[config.mk]
export PLATFORM = sky130hd
export DESIGN_NAME = fetch_ctrl
export DESIGN_NICKNAME = d
export VERILOG_FILES = /design/src/rtl/fetch_ctrl.sv
export SDC_FILE = /design/constraint.sdc
export NUM_CORES = 1
export LEC_CHECK = 0
export CAP_MARGIN = 0
export CORE_ASPECT_RATIO = 0.75
export CORE_MARGIN = 4
export CORE_UTILIZATION = 41
export DETAILED_ROUTE_END_ITERATION = 12
export GPL_TIMING_DRIVEN = 0
export HOLD_SLACK_MARGIN = 0.05
export PLACE_DENSITY = 0.8
export SLEW_MARGIN = 5
export SYNTH_ARGS = -nofsm -noshare
export SYNTH_HDL_FRONTEND = slang
export SYNTH_SLANG_ARGS = --single-unit
[constraint.sdc]
create_clock -name clk_i -period 2.4 [get_ports clk_i]
set_clock_uncertainty 0.2 [all_clocks]
set_input_delay 0.48 -clock clk_i [delete_from_list [all_inputs] [get_ports clk_i]]
set_output_delay 0.48 -clock clk_i [all_outputs]
set_load 0.02 [all_outputs]
[src/rtl/fetch_ctrl.sv]
`default_nettype none
// ============================================================================
// fetch_ctrl : IF1 PC sequencing controller (redirect priority, idle parking)
// Revision   : 1.0
// ============================================================================
module fetch_ctrl #(
   parameter logic [31:0] PC_INITIAL = 32'h1c00_0000
) (
   input  logic        clk_i,
   input  logic        rst_ni,
   input  logic        icache_ready_i,
   input  logic        if1_stall_i,
   input  logic        bp_taken_i,
   input  logic [31:0] bp_target_i,
   input  logic        ex_redirect_i,
   input  logic [31:0] ex_target_i,
   input  logic        csr_redirect_i,
   input  logic [31:0] csr_target_i,
   input  logic        idle_req_i,
   input  logic [31:0] idle_pc_i,
   input  logic        int_wakeup_i,
   output logic        pc_wen_o,
   output logic        is_branch_o,
   output logic [31:0] branch_address_o,
   output logic        pc_is_wrong_o,
   output logic [31:0] pc_correct_o,
   output logic        flush_if_o,
   output logic        fetch_valid_o,
   output logic [31:0] cur_target_o,
   output logic [31:0] stall_cnt_o
);

   typedef enum logic [1:0] {
      ST_RUN     = 2'd0,
      ST_WAIT_RD = 2'd1,
      ST_IDLE    = 2'd2
   } state_t;

   state_t      state_q, state_d;
   logic        pend_v_q, pend_v_d;
   logic        pend_csr_q, pend_csr_d;
   logic        pend_idle_q, pend_idle_d;
   logic [31:0] pend_tgt_q, pend_tgt_d;
   logic [31:0] cur_target_q, cur_target_d;
   logic [31:0] stall_cnt_q, stall_cnt_d;

   logic        in_idle;
   logic        live_csr;
   logic        live_idle;
   logic        live_ex;
   logic [31:0] live_csr_tgt;

   logic        redir;
   logic        win_live;
   logic        win_csr;
   logic        win_idle;
   logic [31:0] win_tgt;
   logic        run_wen;

   // idle_req rides the CSR class; while parked only a CSR redirect is heard
   always_comb begin
      in_idle      = (state_q == ST_IDLE);
      live_csr     = csr_redirect_i | (idle_req_i & ~in_idle);
      live_idle    = idle_req_i & ~csr_redirect_i & ~in_idle;
      live_csr_tgt = csr_redirect_i ? csr_target_i : idle_pc_i;
      live_ex      = ex_redirect_i & ~in_idle;
   end

   // Winner: live CSR > pending CSR > live EX > pending EX
   always_comb begin
      redir    = 1'b1;
      win_live = 1'b1;
      win_csr  = 1'b1;
      win_idle = 1'b0;
      win_tgt  = pend_tgt_q;
      if (live_csr) begin
         win_tgt  = live_csr_tgt;
         win_idle = live_idle;
      end else if (pend_v_q && pend_csr_q) begin
         win_live = 1'b0;
         win_idle = pend_idle_q;
      end else if (live_ex) begin
         win_csr  = 1'b0;
         win_tgt  = ex_target_i;
      end else if (pend_v_q) begin
         win_live = 1'b0;
         win_csr  = 1'b0;
      end else begin
         redir    = 1'b0;
         win_live = 1'b0;
         win_csr  = 1'b0;
      end
   end

   always_comb begin
      state_d       = state_q;
      pend_v_d      = pend_v_q;
      pend_csr_d    = pend_csr_q;
      pend_idle_d   = pend_idle_q;
      pend_tgt_d    = pend_tgt_q;
      cur_target_d  = cur_target_q;
      pc_wen_o      = 1'b0;
      is_branch_o   = 1'b0;
      pc_is_wrong_o = 1'b0;
      flush_if_o    = 1'b0;
      fetch_valid_o = 1'b0;
      run_wen       = icache_ready_i & ~if1_stall_i;

      if (redir) begin
         // Flush only when the event first shows up; a delayed apply is silent
         pc_wen_o      = icache_ready_i;
         pc_is_wrong_o = icache_ready_i;
         flush_if_o    = win_live;
         if (icache_ready_i) begin
            pend_v_d     = 1'b0;
            pend_csr_d   = 1'b0;
            pend_idle_d  = 1'b0;
            cur_target_d = win_tgt;
            state_d      = win_idle ? ST_IDLE : ST_RUN;
         end else begin
            pend_v_d     = 1'b1;
            pend_csr_d   = win_csr;
            pend_idle_d  = win_idle;
            pend_tgt_d   = win_tgt;
            state_d      = ST_WAIT_RD;
         end
      end else begin
         case (state_q)
            ST_IDLE: begin
               if (int_wakeup_i) begin
                  state_d = ST_RUN;
               end
            end
            default: begin
               pc_wen_o      = run_wen;
               is_branch_o   = bp_taken_i & run_wen;
               fetch_valid_o = 1'b1;
               state_d       = ST_RUN;
            end
         endcase
      end

      if (!rst_ni) begin
         pc_wen_o      = 1'b0;
         is_branch_o   = 1'b0;
         pc_is_wrong_o = 1'b0;
         flush_if_o    = 1'b0;
         fetch_valid_o = 1'b0;
      end

      stall_cnt_d = pc_wen_o ? stall_cnt_q : stall_cnt_q + 32'd1;
   end

   always_ff @(posedge clk_i) begin
      if (!rst_ni) begin
         state_q      <= ST_RUN;
         pend_v_q     <= 1'b0;
         pend_csr_q   <= 1'b0;
         pend_idle_q  <= 1'b0;
         pend_tgt_q   <= 32'd0;
         cur_target_q <= PC_INITIAL;
         stall_cnt_q  <= 32'd0;
      end else begin
         state_q      <= state_d;
         pend_v_q     <= pend_v_d;
         pend_csr_q   <= pend_csr_d;
         pend_idle_q  <= pend_idle_d;
         pend_tgt_q   <= pend_tgt_d;
         cur_target_q <= cur_target_d;
         stall_cnt_q  <= stall_cnt_d;
      end
   end

   assign branch_address_o = bp_target_i;
   assign pc_correct_o     = win_tgt;
   assign cur_target_o     = cur_target_q;
   assign stall_cnt_o      = stall_cnt_q;

endmodule
`default_nettype wire

-- After elaboration in Yosys (flattened, before gate mapping)
Index checks and enable logic that the tools add are counted.
- input port bits: 137
- output and inout port bits: 133
- flip-flop bits (word level): 101
- logic and storage cells: 60
- add/subtract/negate cells: 1
- muxes and demuxes: 36
- equality and inequality tests: 2
- bitwise logic cells: 11
- reductions and logical operators: 3
- operators by type and width (cell ; count):
    $mux W32 ; 4
    $add A32 B1 Y32 const B ; 1
    $mux W1 ; 27
    $mux W2 ; 5
    $and A1 B1 Y1 ; 6
    $not A1 Y1 ; 4
    $reduce_and A2 Y1 ; 2
    $ne A3 B2 Y1 const B ; 1
    $eq A2 B2 Y1 const B ; 1
    $logic_and A1 B1 Y1 ; 1
    $or A1 B1 Y1 ; 1

-- Depth between registers and ports, before layout
- word-level depth: 8
- gate-level depth with buffers: 6
- depth with buffers taken out: 5

-- Least setup slack after synthesis
OpenSTA, ideal clock, no wires.
- path type: input port to output port
- from: input port ex_redirect_i
- to: output port pc_correct_o[0]
- data arrival time: 1.653 ns
- setup slack: 0.067 ns
- buffers on the path: 2
- required time: 1.720 ns
- stages on the path: 6
- cell sequence: a21boi_0 -> buf_2 -> buf_2 -> a21oi_1 -> a311oi_1 -> nor2_1
- cells in the longest elaborated chain, start to end: 4
- ends and longest elaborated chain (item ; line ; RTL):
    start, declared ; 15 ; input logic ex_redirect_i,
    $and A1 B1 Y1 ; 66 ; live_ex = ex_redirect_i & ~in_idle;
    $mux W32 ; 82 ; end else if (live_ex) begin
    $mux W32 ; 79 ; end else if (pend_v_q && pend_csr_q) begin
    $mux W32 ; 76 ; if (live_csr) begin
    end, declared ; 26 ; output logic [31:0] pc_correct_o,
Every way passes these cells.

-- Worst setup path after layout
- from: input port ex_redirect_i
- to: output port pc_correct_o[7]
Same word-level chain as after synthesis.

==> results.md <==
- Status: complete, but fails checks
- Failing checks: setup timing
- Layout cell share with drive strength beyond 1: 29.9%
- Routed WL: 26.1 mm
- Hold crit path type: reg2reg
- Crit path from: ex_redirect_i
- Remaining antenna violation count: 0
- RSZ-0062 raised after global routing: true
- Clock power frac: 29.9%
- VDD IR max: 436 uV
- Final nets: 1117
- Sequential share of power: 36.6%
- Slew Limit Fails: 0
- Int Pwr: 3.40 mW
- CP Capture Type: output port
- Minimum clock period: 2.64 ns
- Final Hold Vio Count: 0
- Hold Crit Start: cur_target_o[16]
- Layout area overhead: 83.3%
- Non-Filler Instances: 1154
- TritonCTS clock tree: built
- Gr usage total: 28.7%
- Clk sinks: 101
- Synth unique cells: 45
- Vias/cell: 6.07
- Clk buf depth: 2
- Crit path DAT: 1.96 ns
- # diodes: 0
- Core ar.: 13100 um2
- Endpoints failing setup: 37
- Number of synthesized flops with an enable pin: 0
- CTS Buf Count: 9
- R2R Path Start: state_q[1]
- Initial antenna violation count: 0
- H-tree levels: 3
- Asr flop ratio synth: 0%
- Tcrit/Tclk final: 110%
- Post-Synthesis Cell Area: 5530 um2
- Synth Flop Type: dfxtp_1
- Root buffer cell: clkbuf_16
- F_max: 379 MHz
- Cell accounting for the most synthesized area: dfxtp_1
- Pleak: 3.56 nW
- Pwr dens: 495 nW/um2
- DR pass1 iterations: 8
- Die Wd: 142 um
- Largest net degree at the start of global routing: 16
- IO Port Bufs: 237
- Die height: 109 um
- Starting Density: 42.2%
- Synth Net Count: 804
- Synth Instances: 666
- Clk pin slew, worst setup/hold paths: 0.07 ns
- Die footprint: 15400 um2
- Total gr overflow: 0
- YS warnings: 0
- Yosys top cell area share: 36.6%
- Gpl congestion: 0.882
- Worst setup path class: in2out
- Data required time of the critical path: 1.72 ns
- Placed cell areas: 8110 um2
- Placed cells: 1074
- I/O Pins: 270
- P_sw: 1.61 mW
- Final Instance Area: 10100 um2
- Synth top area cells: dfxtp_1 (37%), o32ai_1 (9.7%), a311oi_1 (5.1%), a21oi_1 (5.0%), inv_1 (4.8%)
- Sw Share: 32.1%
- Slew of the pin with the lowest slew margin: 0.699 ns
- Maxcap violations: 0
- Seq cells post-synth: 101
- Via count: 7001
- DRC viols: 0
- Vias in the first global route: 6438
- Global-route wire length before repair: 35.0 mm
- Worst-Skew Late Latency: 0.35 ns
- CP startpoint kind: primary input
- Critical path fanouts, max: 7
- Post-route setup slack: -0.237 ns
- Register area share after synthesis: 36.6%
- DRT iter0 DRCs: 618
- Mean Syn Cell Area: 8.30 um2
- Wire per inst: 22.6 um
- Max-slew headroom: 53.4%
- Row count: 36
- Gate power share: 33.6%
- DP HPWL: 15.6 mm
-- logic make-up (layout without fill, tap and decap cells) --
kind of cell,after synthesis,after routing,synth area share (%)
compound gates,220,221,29.6
xor+xnor,1,1,0.159
fa+ha+maj,1,1,0.226
buf+inv,158,474,13.6
flops,101,101,36.6
mux,10,10,1.81
simple gates,175,175,18.0
-- power groups by stage --
| stage | clock [mW] | combinational, mW | sequential [mW] |
|---|---|---|---|
| 2_1_floorplan | 0 | 0.565 | 1.91 |
| 3_3_place_gp | 0 | 1.22 | 1.86 |
| 3_5_place_dp | 0 | 1.23 | 1.86 |
| 4_1_cts | 1.49 | 1.45 | 1.82 |
| 5_1_grt | 1.56 | 1.75 | 1.84 |
| 6_report | 1.50 | 1.68 | 1.83 |
-- final timing paths --
check / slack, ns / endpoint / depth (start not counted)
worst min register to register: 0.26 / cur_target_o[16] / 2
worst min-delay path: 0.26 / cur_target_o[16] / 2
worst max-delay path: -0.24 / pc_correct_o[7] / 8
worst max register to register: 0.02 / pend_tgt_q[31] / 5
-- through the flow --
| stage | util, % | hold WS [ns] | power, mW | TNS [ns] | setup slack (ns) |
|---|---|---|---|---|---|
| 2_1_floorplan | - | 0.237 | 2.48 | 0 | 0.0672 |
| 3_3_place_gp | 61.9 | 0.242 | 3.07 | -90.33 | -1.51 |
| 3_5_place_dp | 61.9 | 0.247 | 3.09 | -93.28 | -1.51 |
| 4_1_cts | 72.3 | 0.256 | 4.76 | -3.83 | -0.151 |
| 5_1_grt | 77.3 | 0.277 | 5.15 | -7.96 | -0.262 |
| 6_report | 77.3 | 0.258 | 5.01 | -5.93 | -0.237 |
-- per-layer routing --
layer  part of all wire [%]  routed length, um  GRT usage, %
met1                     39              10100          38.3
met2                     47              12200          44.0
met3                     11               2830          8.44
met4                    3.4                897          10.8
met5                      0                  0             0
-- sequential cells by signal, summed over array words and instances, names as in the netlist --
| signal | flops |
|---|---|
| pend_v_q | 1 |
| stall_cnt_o | 32 |
| cur_target_o | 32 |
| pend_idle_q | 1 |
| state_q | 2 |
| pend_csr_q | 1 |
| pend_tgt_q | 32 |
-- layout make-up --
type	count	area, um2
Fill cell	808	2980
Buffer	85	737
Timing Repair Buffer	303	2870
Multi-Input combinational cell	408	3720
Sequential cell	101	2030
Clock buffer	11	243
Tap cell	171	214
Clock inverter	4	48.8
Inverter	71	268
-- repair_timing --
action	in CTS	in global routing
buffers inserted	41	18
endpoints found under the hold margin	0	0
pin swaps	41	58
cloned	6	3
hold buffers	0	0
resized for setup	347	104
setup endpoints to repair	110	63
-- worst max-delay path: stages --
cell,delay [ns]
clkdlybuf4s15_2,0.20
a21boi_4,0.16
buf_8,0.16
buf_4,0.16
clkbuf_16,0.17
a311oi_4,0.36
nor2_2,0.11
buf_6,0.15
-- cells in the final DEF (no fill, tap or decap), types with 4 or more instances in the layout --
| cell type | n |
|---|---|
| nand2b_1 | 11 |
| inv_1 | 70 |
| clkbuf_1 | 17 |
| a311oi_2 | 6 |
| buf_2 | 13 |
| buf_6 | 12 |
| or4_1 | 16 |
| a21oi_2 | 15 |
| o311ai_0 | 4 |
| and4_1 | 5 |
| mux2i_1 | 10 |
| nor2b_1 | 33 |
| clkdlybuf4s15_2 | 4 |
| dfxtp_1 | 97 |
| nand3_1 | 13 |
| o32ai_1 | 61 |
| clkbuf_16 | 14 |
| buf_12 | 5 |
| a21oi_1 | 38 |
| o31ai_1 | 17 |
| nor4_1 | 9 |
| o21ai_0 | 8 |
| nand2_1 | 22 |
| clkdlybuf4s50_1 | 194 |
| nand4_1 | 10 |
| nor2_1 | 33 |
| buf_4 | 119 |
| buf_8 | 6 |
| a311oi_4 | 27 |
| a211oi_4 | 16 |
| a211oi_2 | 16 |
| and3_1 | 5 |
| a21oi_4 | 5 |
| clkbuf_8 | 6 |
-- cell usage after synthesis, types with 2 or more instances --
library cell,number
dfxtp_1,101
inv_1,70
o32ai_1,61
a21oi_1,55
nor2_1,36
buf_4,34
nor2b_1,34
a211oi_1,32
a311oi_1,32
clkbuf_1,28
nand2_1,22
o31ai_1,17
or4_1,16
nand3_1,14
buf_2,12
nand2b_1,12
buf_1,10
mux2i_1,10
nand4_1,10
nor4_1,10
o21ai_0,8
and3_1,5
and4_1,5
o311ai_0,4
and2_1,3
or3_1,3
a21oi_2,2
buf_6,2
o21ai_1,2
No activity file was read; power rests on OpenSTA's default activity.
